`src/rtl/tern_pkg.sv`:
```
// Shared definitions for the ternary dot-product sequencer.
//   TERN_* : 2-bit ternary weight codes (2'b10 is reserved and weighs 0)
//   state_e: sequencer FSM states
//   acc_width(): accumulator width that cannot overflow for VEC_LEN products
package tern_pkg;

  localparam logic [1:0] TERN_POS  = 2'b01;
  localparam logic [1:0] TERN_NEG  = 2'b11;
  localparam logic [1:0] TERN_ZERO = 2'b00;

  typedef enum logic [1:0] {
    IDLE,
    FETCH,
    DRAIN,
    DONE
  } state_e;

  // One extra bit covers +128 from negating -128; log2(vec_len) bits cover
  // the growth from summing vec_len such terms.
  function automatic int acc_width(input int data_w, input int vec_len);
    return data_w + 1 + $clog2(vec_len);
  endfunction

endpackage

```
`src/rtl/tern_negate_acc.sv`:
```
// Single negate-and-accumulate lane.
//   clk, rst : clock, synchronous active-high reset
//   valid    : act/code carry a data beat this cycle
//   act      : signed activation
//   code     : ternary weight code (+1 / -1 / 0)
//   clr      : clear the accumulator (wins over valid)
//   acc      : registered signed running sum
module tern_negate_acc
  import tern_pkg::*;
#(
  parameter int DATA_W = 8,
  parameter int ACC_W  = 21
) (
  input  logic              clk,
  input  logic              rst,
  input  logic              valid,
  input  logic [DATA_W-1:0] act,
  input  logic [1:0]        code,
  input  logic              clr,
  output logic [ACC_W-1:0]  acc
);

  logic [DATA_W:0]  x_ext;
  logic [DATA_W:0]  term;
  logic [ACC_W-1:0] term_ext;
  logic [ACC_W-1:0] acc_d;
  logic [ACC_W-1:0] acc_q;

  always_comb begin
    // Widen by one bit first so that negating -128 yields an exact +128.
    x_ext = {act[DATA_W-1], act};
    case (code)
      TERN_POS:  term = x_ext;
      TERN_NEG:  term = -x_ext;
      TERN_ZERO: term = '0;
      default:   term = '0;  // reserved code contributes nothing
    endcase
    term_ext = {{(ACC_W-DATA_W-1){term[DATA_W]}}, term};

    acc_d = acc_q;
    if (clr) begin
      acc_d = '0;
    end else if (valid) begin
      acc_d = acc_q + term_ext;
    end
  end

  // NOTE: sequential state is written with <= so every flop samples the
  // pre-edge value of its neighbours regardless of block ordering.
  always_ff @(posedge clk) begin
    if (rst) begin
      acc_q <= '0;
    end else begin
      acc_q <= acc_d;
    end
  end

  assign acc = acc_q;

endmodule

```
`src/rtl/tern_dot_sequencer.sv`:
```
// Sequences one ternary dot product sum(act[i]*w[i]), i = 0..n-1, over a
// shared memory read port, feeding a single negate-and-accumulate lane.
//   clk, rst           : clock, synchronous active-high reset
//   start, len         : begin a run of min(len, VEC_LEN) elements (IDLE only)
//   rd_req, rd_gnt     : read handshake; a read happens on rd_req && rd_gnt
//   rd_addr            : element index of the pending read
//   act_data, wgt_code : returned beat, valid one cycle after a granted read
//   busy               : run in progress (FETCH/DRAIN)
//   done, result       : one-cycle completion pulse; result held afterwards
module tern_dot_sequencer
  import tern_pkg::*;
#(
  parameter int DATA_W  = 8,
  parameter int VEC_LEN = 4096,
  parameter int LEN_W   = $clog2(VEC_LEN) + 1,
  parameter int ADDR_W  = $clog2(VEC_LEN),
  parameter int ACC_W   = acc_width(DATA_W, VEC_LEN)
) (
  input  logic              clk,
  input  logic              rst,
  input  logic              start,
  input  logic [LEN_W-1:0]  len,
  output logic              rd_req,
  input  logic              rd_gnt,
  output logic [ADDR_W-1:0] rd_addr,
  input  logic [DATA_W-1:0] act_data,
  input  logic [1:0]        wgt_code,
  output logic              busy,
  output logic              done,
  output logic [ACC_W-1:0]  result
);

  state_e            state_q, state_d;
  logic [LEN_W-1:0]  n_q, n_d;
  logic [ADDR_W-1:0] rd_addr_q, rd_addr_d;
  logic [ACC_W-1:0]  result_q, result_d;
  logic              beat_q, beat_d;

  logic [LEN_W-1:0]  len_clamped;
  logic              last_addr;
  logic              acc_clr;
  logic [ACC_W-1:0]  acc;

  assign len_clamped = (len > LEN_W'(VEC_LEN)) ? LEN_W'(VEC_LEN) : len;
  // Only evaluated in FETCH, where n_q >= 1.
  assign last_addr   = ({1'b0, rd_addr_q} == (n_q - LEN_W'(1)));

  // NOTE: every signal driven here gets a default before the case so that
  // no path leaves it unassigned, which would otherwise infer a latch.
  always_comb begin
    state_d   = state_q;
    n_d       = n_q;
    rd_addr_d = rd_addr_q;
    result_d  = result_q;
    acc_clr   = 1'b0;
    beat_d    = (state_q == FETCH) && rd_gnt;

    case (state_q)
      IDLE: begin
        if (start) begin
          n_d       = len_clamped;
          rd_addr_d = '0;
          acc_clr   = 1'b1;
          state_d   = (len_clamped == '0) ? DONE : FETCH;
        end
      end
      FETCH: begin
        if (rd_gnt) begin
          rd_addr_d = rd_addr_q + ADDR_W'(1);
          if (last_addr) begin
            state_d = DRAIN;
          end
        end
      end
      // The final beat is registered into the lane on this edge.
      DRAIN: state_d = DONE;
      DONE: begin
        result_d = acc;
        state_d  = IDLE;
      end
      default: state_d = IDLE;
    endcase
  end

  always_ff @(posedge clk) begin
    if (rst) begin
      state_q   <= IDLE;
      n_q       <= '0;
      rd_addr_q <= '0;
      result_q  <= '0;
      beat_q    <= 1'b0;
    end else begin
      state_q   <= state_d;
      n_q       <= n_d;
      rd_addr_q <= rd_addr_d;
      result_q  <= result_d;
      beat_q    <= beat_d;
    end
  end

  tern_negate_acc #(
    .DATA_W (DATA_W),
    .ACC_W  (ACC_W)
  ) u_lane (
    .clk   (clk),
    .rst   (rst),
    .valid (beat_q),
    .act   (act_data),
    .code  (wgt_code),
    .clr   (acc_clr),
    .acc   (acc)
  );

  assign rd_req  = (state_q == FETCH);
  assign rd_addr = rd_addr_q;
  assign busy    = (state_q == FETCH) || (state_q == DRAIN);
  assign done    = (state_q == DONE);
  // The lane settles on the edge entering DONE, so the pulse cycle shows
  // the live accumulator; result_q keeps it afterwards.
  assign result  = (state_q == DONE) ? acc : result_q;

endmodule

```
`config.mk`:
```
export PLATFORM = sky130hd
export DESIGN_NAME = tern_dot_sequencer
export DESIGN_NICKNAME = d
export VERILOG_FILES = /design/src/rtl/tern_pkg.sv /design/src/rtl/tern_negate_acc.sv /design/src/rtl/tern_dot_sequencer.sv
export SDC_FILE = /design/constraint.sdc
export NUM_CORES = 1
export LEC_CHECK = 0
export BUFFER_PORTS_ARGS = -buffer_cell sky130_fd_sc_hd__buf_2
export CAP_MARGIN = 20
export CORE_ASPECT_RATIO = 1.5
export CORE_UTILIZATION = 57
export CTS_CLUSTER_DIAMETER = 200
export DETAILED_ROUTE_END_ITERATION = 8
export PLACE_DENSITY_LB_ADDON = 0.3
export SYNTH_ARGS = -nofsm -noshare
export SYNTH_HDL_FRONTEND = slang
export SYNTH_SLANG_ARGS = --single-unit
```
`constraint.sdc`:
```
create_clock -name clk -period 3.9 [get_ports clk]
set_input_delay 0.78 -clock clk [delete_from_list [all_inputs] [get_ports clk]]
set_output_delay 0.78 -clock clk [all_outputs]
set_load 0.02 [all_outputs]
```
==> results.cfg <==
[status]
status = finished clean

[drt]
wl_met2_mm = 5.38
firstDrtPassIters = 5
drt_wl_total_mm = 9.71
ant_nets = 0
drc = 0
wl_per_cell_um = 15.6
drt-initial-drc-count = 205
topRoutingLayerUsed = met4
wl_met3_um = 414
via_count = 3712
vias_per_cell = 5.98
met1_length_mm = 3.51

[synth]
synth_largest_area_cell = dfxtp_1
syn-cell-area_um2 = 4170
synth_warnings = 0
synth_ff_type = dfxtp_1
synthArstFlopShare_pct = 0
synth_edf_count = 0
syn_inst = 477
ys_seq_area_share_pct = 33.6
syn_avg_cell_area_um2 = 8.73
synth_top_area_share_pct = 33.6
synth.top_cells.by_area = dfxtp_1 34%, mux2_2 5.7%, ha_1 4.8%
synth_cell_types = 63
syn-num-nets = 521
ys_seq_elements = 70

[clock_tree]
cts.clk_slew.worst_paths_ns = 0.08
cts_max_path_buffers = 2
cts_max_level = 3
cts_tree = built
hold_buffers = 0
ctsResizeCount = 0
root_buffer = clkbuf_8
clkLatencyLatePin_ns = 0.36
clock-sinks = 70
postCtsSetupRepairBufs = 0
cts_buffers = 9

[die]
fp.dieArea_um2 = 7660
core_um2 = 6940
io_pins = 63
die_y_um = 107
start_util_pct = 60.0
dieWidth_um = 71.8
floorplan.rows = 37

[sta]
whs_ns = 0.501
fin_crit_sh_pct = 83.5
rsz0062_at_grt = no
slew_viol_final = 0
slew_headroom_pct = 32.1
finalClockSkew_ns = 0.0140
min_period_ns = 3.26
tns_ns = 0
tightest_slew_ns = 1.02
fmax_ghz = 0.307
hold_viol = 0
setup_violations = 0

[final_layout]
multi_input_area_um2 = 2620
nets = 582
diodes = 0
syn_to_final_growth_pct = 14.2
post-route-cell-area_um2 = 4760
stdcell_count = 621
drive_above_1_share_pct = 22.7
postLayoutCoreUtil_pct = 68.5
regArea_um2 = 1400
num-fill-cells = 601

[power_and_ir_drop]
p_per_area_nw_per_um2 = 409
ir_drop_uv = 284
p_leak_nw = 2.04

[placed_design]
hpwl_mm = 7.24
io_buffers = 62
dpl.cell_count = 605
place_area_um2 = 4560
place_congestion = 0.869

[global_routing]
grt_pass1_wl_mm = 16.2
grt_remaining_overflow = 0
track_usage_pct = 27.1
grt_max_degree = 32
antenna_found_initial = 0
grt_pass1_vias = 3673

[worst_setup_path]
critPathKind = input pin to register
critPathRequiredTime_ns = 4.15
cp-end-kind = register
crit_path_start_kind = input pin
path_max_fanout = 7
arrival_ns = 3.51

[hold_path]
hp-class = register to register

[run]
cap_violations = 0
-- power breakdown --
group | leakage, nW | switching [mW] | total, mW | internal [mW]
clock network | 0.0996 | 0.268 | 0.598 | 0.330
logic | 1.37 | 0.332 | 0.547 | 0.215
registers | 0.566 | 0.0528 | 0.802 | 0.749
total | 2.04 | 0.653 | 1.95 | 1.29
-- cell usage after synthesis, types with 3 or more instances --
| cell | instances |
|---|---|
| nand2_1 | 28 |
| or3_1 | 8 |
| a21oi_1 | 19 |
| nand3_1 | 15 |
| or4_1 | 6 |
| a21o_1 | 3 |
| dfxtp_1 | 70 |
| xor2_1 | 19 |
| nand4b_1 | 5 |
| o31ai_1 | 4 |
| a31oi_1 | 4 |
| inv_1 | 17 |
| a31o_2 | 3 |
| nor3_1 | 15 |
| nand2b_1 | 5 |
| o21ai_0 | 16 |
| clkbuf_1 | 17 |
| mux2i_1 | 10 |
| a211oi_1 | 4 |
| and3_1 | 6 |
| nor2b_1 | 29 |
| a22o_1 | 8 |
| mux2_2 | 21 |
| ha_1 | 16 |
| nand4_1 | 9 |
| nor4_1 | 7 |
| xnor2_1 | 19 |
| nor2_1 | 49 |
-- stage by stage --
| stage | total power [mW] | setup slack [ns] |
|---|---|---|
| finish | 1.95 | 0.643 |
| global route | 2.05 | 0.486 |
| CTS | 1.95 | 0.659 |
| detailed placement | 1.36 | 0.291 |
| global placement | 1.34 | 0.389 |
| floorplan | 1.22 | 0.502 |
-- cells by family (layout without fill, tap and decap cells) --
| logic type | Yosys count | count (layout) | share of synthesized area [%] |
|---|---|---|---|
| AND/OR/NAND/NOR | 200 | 200 | 26.5 |
| AO/OA/AOI/OAI | 83 | 83 | 15.0 |
| flip-flops | 70 | 70 | 33.6 |
| XOR/XNOR | 38 | 38 | 7.99 |
| buffers and inverters | 38 | 104 | 3.51 |
| multiplexers | 31 | 31 | 8.08 |
| adder cells (fa/ha/maj) | 17 | 17 | 5.29 |
-- final cells by class --
type | instances | area share, %
clock buffers | 13 | 3.34
well taps | 78 | 2.05
inverters | 18 | 1.42
multi-input cells | 369 | 55.0
clock inverters | 3 | 0.894
repair buffers | 70 | 7.79
flip-flops and latches | 70 | 29.5
-- sequential cells by signal (all words and copies together) (netlist names) --
signal / count
n_q: 13
state_q: 2
u_lane.acc: 21
rd_addr: 12
beat_q: 1
result_q: 21
-- per-layer routing --
layer / GRT usage (%) / vias to the layer above
met5: 0 / -
li1: - / 1827
met4: 15.8 / 0
met1: 25.1 / 1762
met2: 52.2 / 93
met3: 6.30 / 30
-- layout by cell type (no fill, tap or decap), types with 9 or more instances in the layout --
master and instances:
dfxtp_1 70, buf_2 62, nor2_1 49, nor2b_1 29, nand2_1 28, mux2_2 21, xnor2_1 19, a21oi_1 19
xor2_1 19, inv_1 17, o21ai_0 16, ha_1 16, nor3_1 15, nand3_1 15, clkbuf_8 11, mux2i_1 10
nand4_1 9
-- final timing paths --
check,end,depth (start not counted),slack [ns],from
setup / recovery,u_lane.acc[11],13,0.64,act_data[0]
hold / removal,u_lane.acc[4],2,0.50,u_lane.acc[4]
setup reg to reg,state_q[1],9,1.45,n_q[0]
hold reg to reg,u_lane.acc[4],2,0.50,u_lane.acc[4]
-- worst max-delay path, stage by stage --
cell	delay, ns
buf_2	0.11
inv_1	0.07
ha_1	0.31
nor3b_1	0.26
or3_1	0.14
a21oi_1	0.07
ha_1	0.24
or4_4	0.45
o31ai_4	0.31
buf_4	0.19
mux2i_1	0.24
a21oi_1	0.10
a31o_2	0.24
No activity file was read; power rests on OpenSTA's default activity.
